`src/rtl/audio_mixer_ring_pkg.sv`:
```
// Shared types for the audio mixer ring: sample type, mixer state encoding and
// the accumulator width rule used by the top level.
package audio_mixer_pkg;

  localparam int SAMPLE_BITS_DEFAULT = 16;

  typedef logic signed [SAMPLE_BITS_DEFAULT-1:0] sample_t;

  typedef enum logic [2:0] {
    ST_CLEAR,
    ST_IDLE,
    ST_ACCUM,
    ST_MASTER,
    ST_WRITE
  } mix_state_t;

  // Wide enough that NUM_CH full-scale terms at maximum gain, then master gain, never overflow
  function automatic int acc_width(input int sample_bits, input int volume_bits, input int num_ch);
    return sample_bits + volume_bits + $clog2(num_ch) + 1;
  endfunction

endpackage

```
`src/rtl/audio_mixer_ring_if.sv`:
```
// Bus between the mix controller/player and the mixer ring: channel inputs,
// mix request, buffer read port and status flags.
interface audio_mixer_ring_if #(
  parameter int NUM_CH      = 4,
  parameter int SAMPLE_BITS = 16,
  parameter int VOLUME_BITS = 8,
  parameter int BUF_LEN     = 32
);

  logic                            tick;
  logic [NUM_CH*SAMPLE_BITS-1:0]   ch_sample;
  logic [NUM_CH-1:0]               ch_valid;
  logic [NUM_CH*VOLUME_BITS-1:0]   ch_vol;
  logic [VOLUME_BITS-1:0]          master_vol;
  logic [$clog2(BUF_LEN)-1:0]      rd_index;
  logic [SAMPLE_BITS-1:0]          rd_sample;
  logic                            busy;
  logic                            overrun;
  logic                            clip;

  modport master (
    output tick, ch_sample, ch_valid, ch_vol, master_vol, rd_index,
    input  rd_sample, busy, overrun, clip
  );

  modport slave (
    input  tick, ch_sample, ch_valid, ch_vol, master_vol, rd_index,
    output rd_sample, busy, overrun, clip
  );

endinterface

```
`src/rtl/audio_mixer_ring_gain.sv`:
```
// Signed x unsigned gain stage: y = (a * gain) >>> (VOL_BITS-1), so a gain of
// 2^(VOL_BITS-1) is unity and the shift floors toward minus infinity.
module mixer_gain_mul #(
  parameter int IN_BITS  = 27,
  parameter int VOL_BITS = 8,
  parameter int OUT_BITS = 27
) (
  input  logic signed [IN_BITS-1:0]  a,
  input  logic        [VOL_BITS-1:0] gain,
  output logic signed [OUT_BITS-1:0] y
);

  localparam int PW = IN_BITS + VOL_BITS + 1;

  logic signed [PW-1:0] prod;

  always_comb begin
    prod = PW'(a) * PW'($signed({1'b0, gain}));
    y    = OUT_BITS'(prod >>> (VOL_BITS - 1));
  end

endmodule

```
`src/rtl/audio_mixer_ring.sv`:
```
// Multi-channel mixer writing one sample per tick into a ring buffer LAG slots behind the player.
// Define MIXER_SATURATE_EN to clamp the written sample and raise clip instead of wrapping.
module audio_mixer_ring
  import audio_mixer_pkg::*;
#(
  parameter int NUM_CH      = 4,
  parameter int SAMPLE_BITS = 16,
  parameter int VOLUME_BITS = 8,
  parameter int BUF_LEN     = 32,
  parameter int LAG         = 10
) (
  input logic              clk,
  input logic              rst,
  audio_mixer_ring_if.slave bus
);

  localparam int ACC_W = acc_width(SAMPLE_BITS, VOLUME_BITS, NUM_CH);
  localparam int AW    = $clog2(BUF_LEN);
  localparam int CW    = (NUM_CH > 1) ? $clog2(NUM_CH) : 1;

  mix_state_t                     state;
  logic [NUM_CH*SAMPLE_BITS-1:0]  snap_sample;
  logic [NUM_CH-1:0]              snap_valid;
  logic [NUM_CH*VOLUME_BITS-1:0]  snap_vol;
  logic [VOLUME_BITS-1:0]         snap_master;
  logic [AW-1:0]                  wr_addr;
  logic [AW-1:0]                  clr_addr;
  logic [CW-1:0]                  ch_idx;
  logic signed [ACC_W-1:0]        acc;
  logic signed [ACC_W-1:0]        mul_a;
  logic signed [ACC_W-1:0]        mul_y;
  logic [VOLUME_BITS-1:0]         mul_gain;
  logic signed [SAMPLE_BITS-1:0]  cur_sample;
  logic [SAMPLE_BITS-1:0]         write_val;
  logic                           clip_now;
  logic                           mem_we;
  logic [AW-1:0]                  mem_addr;
  logic [SAMPLE_BITS-1:0]         mem_wdata;
  logic [SAMPLE_BITS-1:0]         mem [BUF_LEN];
  logic [SAMPLE_BITS-1:0]         rd_q;
  logic                           overrun_q;
  logic                           clip_q;

  // One multiplier serves both the per-channel terms and the master gain pass
  always_comb begin
    cur_sample = $signed(snap_sample[ch_idx*SAMPLE_BITS +: SAMPLE_BITS]);
    if (state == ST_ACCUM) begin
      mul_a    = ACC_W'(cur_sample);
      mul_gain = snap_vol[ch_idx*VOLUME_BITS +: VOLUME_BITS];
    end else begin
      mul_a    = acc;
      mul_gain = snap_master;
    end
  end

  mixer_gain_mul #(
    .IN_BITS (ACC_W),
    .VOL_BITS(VOLUME_BITS),
    .OUT_BITS(ACC_W)
  ) u_gain (
    .a   (mul_a),
    .gain(mul_gain),
    .y   (mul_y)
  );

`ifdef MIXER_SATURATE_EN
  localparam logic signed [ACC_W-1:0] SAT_MAX = {{(ACC_W-SAMPLE_BITS+1){1'b0}}, {(SAMPLE_BITS-1){1'b1}}};
  localparam logic signed [ACC_W-1:0] SAT_MIN = {{(ACC_W-SAMPLE_BITS+1){1'b1}}, {(SAMPLE_BITS-1){1'b0}}};

  always_comb begin
    clip_now  = 1'b0;
    write_val = acc[SAMPLE_BITS-1:0];
    if (acc > SAT_MAX) begin
      write_val = {1'b0, {(SAMPLE_BITS-1){1'b1}}};
      clip_now  = 1'b1;
    end else if (acc < SAT_MIN) begin
      write_val = {1'b1, {(SAMPLE_BITS-1){1'b0}}};
      clip_now  = 1'b1;
    end
  end
`else
  always_comb begin
    write_val = acc[SAMPLE_BITS-1:0];
    clip_now  = 1'b0;
  end
`endif

  // CLEAR and WRITE share the single write port; a reset cycle never writes
  always_comb begin
    mem_we    = 1'b0;
    mem_addr  = wr_addr;
    mem_wdata = write_val;
    if (!rst) begin
      if (state == ST_CLEAR) begin
        mem_we    = 1'b1;
        mem_addr  = clr_addr;
        mem_wdata = '0;
      end else if (state == ST_WRITE) begin
        mem_we = 1'b1;
      end
    end
  end

  always_ff @(posedge clk) begin
    if (mem_we) mem[mem_addr] <= mem_wdata;
  end

  always_ff @(posedge clk) begin
    if (rst) rd_q <= '0;
    else     rd_q <= mem[bus.rd_index];
  end

  always_ff @(posedge clk) begin
    if (rst) begin
      state       <= ST_CLEAR;
      clr_addr    <= '0;
      wr_addr     <= '0;
      ch_idx      <= '0;
      acc         <= '0;
      snap_sample <= '0;
      snap_valid  <= '0;
      snap_vol    <= '0;
      snap_master <= '0;
      overrun_q   <= 1'b0;
      clip_q      <= 1'b0;
    end else begin
      if (bus.tick && (state == ST_ACCUM || state == ST_MASTER || state == ST_WRITE))
        overrun_q <= 1'b1;
      case (state)
        ST_CLEAR: begin
          clr_addr <= clr_addr + 1'b1;
          if (clr_addr == AW'(BUF_LEN - 1)) state <= ST_IDLE;
        end
        ST_IDLE: begin
          if (bus.tick) begin
            snap_sample <= bus.ch_sample;
            snap_valid  <= bus.ch_valid;
            snap_vol    <= bus.ch_vol;
            snap_master <= bus.master_vol;
            wr_addr     <= bus.rd_index - AW'(LAG);
            acc         <= '0;
            ch_idx      <= '0;
            state       <= ST_ACCUM;
          end
        end
        ST_ACCUM: begin
          if (snap_valid[ch_idx]) acc <= acc + mul_y;
          ch_idx <= ch_idx + 1'b1;
          if (ch_idx == CW'(NUM_CH - 1)) state <= ST_MASTER;
        end
        ST_MASTER: begin
          acc   <= mul_y;
          state <= ST_WRITE;
        end
        ST_WRITE: begin
          if (clip_now) clip_q <= 1'b1;
          state <= ST_IDLE;
        end
        default: state <= ST_CLEAR;
      endcase
    end
  end

  assign bus.rd_sample = rd_q;
  assign bus.busy      = (state != ST_IDLE);
  assign bus.overrun   = overrun_q;
  assign bus.clip      = clip_q;

endmodule

```
`src/flat_wrapper.sv`:
```
// flat-port wrapper written by rule: the top's interface ports become plain ports
module audio_mixer_ring_flat import audio_mixer_pkg::*;
#(
  parameter int NUM_CH      = 4,
  parameter int SAMPLE_BITS = 16,
  parameter int VOLUME_BITS = 8,
  parameter int BUF_LEN     = 32,
  parameter int LAG         = 10
)
  (clk, rst, bus_tick, bus_ch_sample, bus_ch_valid, bus_ch_vol, bus_master_vol, bus_rd_index, bus_rd_sample, bus_busy, bus_overrun, bus_clip);
  audio_mixer_ring_if #(.NUM_CH(NUM_CH), .SAMPLE_BITS(SAMPLE_BITS), .VOLUME_BITS(VOLUME_BITS), .BUF_LEN(BUF_LEN)) bus_i ();
  input logic clk;
  input logic rst;
  input wire logic [$bits(bus_i.tick)-1:0] bus_tick;
  input wire logic [$bits(bus_i.ch_sample)-1:0] bus_ch_sample;
  input wire logic [$bits(bus_i.ch_valid)-1:0] bus_ch_valid;
  input wire logic [$bits(bus_i.ch_vol)-1:0] bus_ch_vol;
  input wire logic [$bits(bus_i.master_vol)-1:0] bus_master_vol;
  input wire logic [$bits(bus_i.rd_index)-1:0] bus_rd_index;
  output wire logic [$bits(bus_i.rd_sample)-1:0] bus_rd_sample;
  output wire logic [$bits(bus_i.busy)-1:0] bus_busy;
  output wire logic [$bits(bus_i.overrun)-1:0] bus_overrun;
  output wire logic [$bits(bus_i.clip)-1:0] bus_clip;
  assign bus_i.tick = bus_tick;
  assign bus_i.ch_sample = bus_ch_sample;
  assign bus_i.ch_valid = bus_ch_valid;
  assign bus_i.ch_vol = bus_ch_vol;
  assign bus_i.master_vol = bus_master_vol;
  assign bus_i.rd_index = bus_rd_index;
  assign bus_rd_sample = bus_i.rd_sample;
  assign bus_busy = bus_i.busy;
  assign bus_overrun = bus_i.overrun;
  assign bus_clip = bus_i.clip;
  audio_mixer_ring #(.NUM_CH(NUM_CH), .SAMPLE_BITS(SAMPLE_BITS), .VOLUME_BITS(VOLUME_BITS), .BUF_LEN(BUF_LEN), .LAG(LAG)) u_core (.clk(clk), .rst(rst), .bus(bus_i));
endmodule
```
`config.mk`:
```
export PLATFORM = sky130hd
export DESIGN_NAME = audio_mixer_ring_flat
export DESIGN_NICKNAME = d
export VERILOG_FILES = /design/src/rtl/audio_mixer_ring_pkg.sv /design/src/rtl/audio_mixer_ring_if.sv /design/src/rtl/audio_mixer_ring_gain.sv /design/src/rtl/audio_mixer_ring.sv /design/src/flat_wrapper.sv
export SDC_FILE = /design/constraint.sdc
export NUM_CORES = 1
export LEC_CHECK = 0
export BUFFER_PORTS_ARGS = -buffer_cell sky130_fd_sc_hd__buf_2
export CELL_PAD_IN_SITES_DETAIL_PLACEMENT = 1
export CELL_PAD_IN_SITES_GLOBAL_PLACEMENT = 2
export CORE_MARGIN = 3
export CORE_UTILIZATION = 40
export DETAILED_ROUTE_END_ITERATION = 16
export PLACE_DENSITY_LB_ADDON = 0.12
export SYNTH_ARGS = -nofsm -noshare
export SYNTH_HDL_FRONTEND = slang
export SYNTH_SLANG_ARGS = --single-unit
```
`constraint.sdc`:
```
create_clock -name clk -period 8.4 [get_ports clk]
set_clock_uncertainty 0.2 [all_clocks]
set_input_delay 1.26 -clock clk [delete_from_list [all_inputs] [get_ports clk]]
set_output_delay 1.26 -clock clk [all_outputs]
set_load 0.05 [all_outputs]
```
# Word level (Yosys, flattened, before mapping)
# Memories as Yosys holds them, arrays and structs flattened. A register that Yosys moved wholly into a read port is not among the register bits.
# Cells that the tools add are included.
# word_totals
reg_bits	151
mem_bits_rw	512
output_inout_bits	19
memories	1
# mem_list
name	depth	width	rd	rd_clocked_by_memory_dff	wr	line_no	text
u_core.mem	32	16	1	1	1	audio_mixer_ring.sv:39	logic [SAMPLE_BITS-1:0] mem [BUF_LEN];
# op_classes
add_sub_neg	4
n_mul	1
n_lt_le_gt_ge	1
eq_ne	11
shift	2
muxes	22
reduce_logical	10
# op_table
cell	count
27-bit two-way mux	3
27-bit case mux with 3 select lines	1
64-bit by 7-bit variable part select with 16-bit output	1
27-bit by 9-bit multiplier with 34-bit output	1
16-bit two-way mux	2
32-bit by 6-bit variable part select with 8-bit output	1
27-bit adder	1
3-bit case mux with 5 select lines	1
5-bit two-way mux	2
3-bit two-way mux	3
8-bit two-way mux	1
2-bit inequality test, second input constant	4
3-bit by 2-bit == test with 1-bit output, second input constant	2
1-bit two-way mux	6
3-bit AND reduction	2
5-bit by 1-bit adder with 5-bit output, second input constant	1
5-bit == test, second input constant	1
5-bit by 4-bit subtractor with 5-bit output, second input constant	1
2-bit case mux with 2 select lines	1
2-bit AND reduction	2
3-bit by 1-bit == test with 1-bit output, second input constant	1
3-bit == test, second input constant	1
3-bit zero test	1
2-bit by 3-bit less-than comparator with 1-bit output, second input constant	1
other kinds (9)	10

# Longest topological paths before layout
# logic_depth
depth_word	6
ltp_mapped	34
depth_no_buf	31

# By module
# Synthesis repeated with hierarchy kept, for this count alone.
# hier_totals
hier_cells	2668
area_unflattened_um2	34994.8
# modules_own_cells
module	n_inst	cells_per_inst	area_per_inst_um2	seq_area_each_um2
audio_mixer_ring	1	1875	28099.4	18718.0
mixer_gain_mul	1	793	6895.4	0.0

# Worst setup path after synthesis
# No wires, ideal clock.
# synth_path
path_kind	register to register
startpoint	reg u_core.ch_idx[0]
endpoint	reg u_core.acc[23]
arrival_time_ps	8097
path_slack_ps	12
path_stages_with_launch	31
path_buffers	3
synth_period_minus_slack_ps	8388
cell_sequence	dfxtp_1 buf_6 buf_2 buf_1 mux4_2 mux2i_1 nor2_1 fa_1 fa_1 fa_1 inv_1 fa_1 inv_1 ha_1 and3_1 a221o_1 a21oi_1 o211ai_1 o21ai_1 o21bai_1 xor2_1 ha_1 and3_1 a221o_1 a211oi_1 a21oi_1 o21ai_0 a21oi_1 a221oi_1 nand3_1 a311oi_1
# synth_via
elab_chain_cells	6
word_cells_on_any_way	12
# synth_lines
element	line_no	text
from (decl)	audio_mixer_ring.sv:28	logic [CW-1:0] ch_idx;
from (signal assigned)	audio_mixer_ring.sv:148	ch_idx <= ch_idx + 1'b1;
64-bit by 7-bit variable part select with 16-bit output or 32-bit by 6-bit variable part select with 8-bit output (tied branches)	audio_mixer_ring.sv:46, audio_mixer_ring.sv:49	
27-bit two-way mux or 8-bit two-way mux (tied branches)	audio_mixer_ring.sv:47	if (state == ST_ACCUM) begin
27-bit by 9-bit multiplier with 34-bit output	audio_mixer_ring_gain.sv:18	prod = PW'(a) * PW'($signed({1'b0, gain}));
27-bit adder	audio_mixer_ring.sv:147	if (snap_valid[ch_idx]) acc <= acc + mul_y;
27-bit two-way mux	audio_mixer_ring.sv:147	
27-bit case mux with 3 select lines	audio_mixer_ring.sv:129	case (state)
to (signal assigned)	audio_mixer_ring.sv:147	
to (signal assigned)	audio_mixer_ring.sv:152	acc <= mul_y;
to (decl)	audio_mixer_ring.sv:29	logic signed [ACC_W-1:0] acc;
# Several ways; a longest one is shown, not always the timed one. The select of a mux whose other input is x is not followed.
# A chain may end at the register's enable or synchronous reset.

# Final worst setup path
# layout_path
startpoint	reg u_core.ch_idx[0]
endpoint	reg u_core.acc[21]
# Same word-level chain as after synthesis.

==> flow_summary.json <==
{
  "outcome": "finished clean",
  "clockBufferDepth": 3,
  "synth_seq_area_share": 0.536,
  "max_cap_violations": 0,
  "synthTopCellsByArea": "edfxtp_1 44%, mux4_2 12%, dfxtp_1 9.6%",
  "fillers": 8719,
  "core-area_mm2": 0.0858,
  "synth_top_cell_by_area": "edfxtp_1",
  "use_met3": 0.0269,
  "path_clk_slew_ns": 0.06,
  "synth_top_flop_cell": "edfxtp_1",
  "h-tree-depth": 3,
  "cp.buffers_inverters": 5,
  "power.leakage_uw": 0.0159,
  "fin_area_mm2": 0.0406,
  "cts_root_buf": "clkbuf_16",
  "powerDensity_mw_per_mm2": 173,
  "synth_common_cells": "512 x edfxtp_1, 435 x nand2_1, 240 x nor2_1",
  "initial_utilization": 0.407,
  "vdd_ir_drop_max_v": 0.000196,
  "synth_edf_count": 512,
  "crit_required_ns": 8.71,
  "start_kind": "flip-flop",
  "grt_pass1_vias": 24400,
  "synth.most_common_cell": "edfxtp_1",
  "ctsHoldBuffers": 0,
  "final_cells": 4135,
  "synthToLayoutAreaGrowth_pct": 16.4,
  "postSynth.asyncResetShare": 0,
  "worst_pin_slew_ns": 1.29,
  "period_needed_ns": 8.06,
  "drive_gt1_frac": 0.231,
  "fin_util": 0.474,
  "critPathMaxFanout": 5,
  "grt_pass1_wl_mm": 153,
  "drt_iter0_markers": 1599,
  "synthCells": 2704,
  "placed_area_mm2": 0.0377,
  "tritoncts": "built",
  "numPortBuffers": 133,
  "vias": 22400,
  "viasPerCell": 5.42,
  "setup_viol_count_final": 0,
  "fin_crit_sh": 0.959,
  "synthesis.area_mm2": 0.0349,
  "diodes": 0,
  "antenna_left": 0,
  "r2r_slack_ns": 0.34,
  "synth_seq_cells": 679,
  "seq_area_mm2": 0.0187,
  "fmax_ghz": 0.124,
  "relSlewSlack": 0.135,
  "crit_slowest_cell": "fa_1",
  "first_pass_iters": 7,
  "critical-path-top-delay-family": "adder cells",
  "multi_input_area_mm2": 0.0152,
  "io_pins": 135,
  "grt_overflow_total": 0,
  "nNetsFinal": 3300,
  "crit_path_end_kind": "flip-flop",
  "cp_common_cell": "fa_1",
  "synth_fp_nets": 3076,
  "antenna_found_initial": 9,
  "place.gp.congestion": 0.836,
  "grt_start_max_net_pins": 112,
  "setup_slack_ns": 0.345,
  "top_usage_layer": "met2",
  "cp.arrival_ns": 8.37,
  "post-dp-hpwl_mm": 69.7,
  "track_usage": 0.224,
  "hold_violations": 0,
  "row_count": 107,
  "timing.hold.ws_ns": 0.255,
  "drv_slew": 0,
  "clk_latency_ns": 0.64,
  "grt_use_met1": 0.309,
  "routedWlPerCell_um": 24.6,
  "dp.cells": 3975,
  "fp.dieW_um": 301,
  "drt_drc_violations_left": 0,
  "met2_usage": 0.379,
  "dp_slack_ns": -0.142,
  "path_class": "reg -> reg",
  "synth_top_cell_area_share": 0.440,
  "cts-buffers-inserted": 75,
  "synth.avg_cell_area_um2": 12.9,
  "synth_cell_type_count": 72,
  "slowest_delay_ns": 0.55,
  "wirelength_mm": 102,
  "hold_path.class": "reg -> reg",
  "die_h_um": 301,
  "fp.dieArea_mm2": 0.0909,
  "synth_warnings": 0,
  "cts_sinks": 679
}
[flip-flops by register name (all words and copies together) (netlist names), 3 cells and up]
signal,count
u_core.mem,512
u_core.wr_addr,5
u_core.snap_sample,64
u_core.snap_master,8
u_core.snap_vol,32
u_core.state,3
u_core.snap_valid,4
u_core.clr_addr,5
u_core.acc,27
u_core.bus.rd_sample,16
[what timing repair did]
action                     in CTS  in global routing
pin swaps                       0                 26
setup endpoints to repair       5                 12
resized for setup               6                 57
buffers inserted                0                 16
cloned                          0                  4
[worst paths after layout]
| check | end | from | cells after the start |
|---|---|---|---|
| setup / recovery | u_core.acc[21] | u_core.ch_idx[0] | 30 |
| hold / removal | u_core.snap_sample[7] | u_core.snap_sample[7] | 2 |
| setup reg to reg | u_core.acc[21] | u_core.ch_idx[0] | 30 |
| hold reg to reg | u_core.snap_sample[7] | u_core.snap_sample[7] | 2 |
[logic make-up (layout without fill, tap and decap cells)]
kind of cell    count (synthesis)  count (layout)  share of synthesized area
compound gates                313             313                     0.0551
xor+xnor                       53              53                     0.0133
fa+ha+maj                     256             256                      0.127
buf+inv                       358             645                     0.0391
flops                         679             679                      0.536
mux                           227             227                      0.132
other cells                     1               1                   0.000107
simple gates                  817             817                     0.0973
[metrics by stage]
stage          setup TNS, ns  total power [uW]
2_1_floorplan              0              3820
3_3_place_gp               0              3920
3_5_place_dp          -0.142              3920
4_1_cts                    0              7120
5_1_grt               -0.102              7270
6_report                   0              7030
[where the power goes]
group          internal (uW)  switching (uW)
sequential              3580            6.58
clock                   1780            1400
combinational            105             151
[tightest hold or removal path, cell delays in order, from the launching register on]
cell     delay, ns
dfxtp_1       0.31
nand2_1       0.05
a21oi_1       0.05
[final cells by class]
class	instances	area share
multi-input combinational	1667	0.375
clock buffer	99	0.0505
clock inverter	41	0.00887
sequential	679	0.461
timing repair buffer	282	0.0488
inverter	223	0.0206
tap	1144	0.0352
[layer usage]
| metal | vias to the layer above | wire (um) | part of all wire |
|---|---|---|---|
| met5 | - | 45 | 0.00044 |
| met4 | 6 | 2080 | 0.021 |
| met3 | 135 | 3740 | 0.037 |
| met2 | 397 | 50600 | 0.50 |
| met1 | 11800 | 45200 | 0.44 |
| li1 | 10100 | - | - |
[cell usage in the layout, fill, tap and decap left out, drive strengths merged, types with 3 or more instances in the layout]
master,n
edfxtp,512
nand2,435
buf,278
nor2,240
inv,225
mux4,185
a21oi,174
dfxtp,167
fa,163
clkbuf,103
ha,93
mux2i,41
nor3,38
xnor2,37
o21ai,35
clkinv,34
nor2b,20
a21o,19
nand3,18
a221oi,18
xor2,16
a211oi,14
nand2b,13
and3,13
nand4,11
o21bai,8
o211ai,7
a31oi,7
nand3b,6
and2,5
o21a,4
clkinvlp,4
nor4,4
nor3b,4
a311oi,4
a221o,3
a211o,3
o31ai,3
Note: power is estimated with default switching activity, not from simulation.
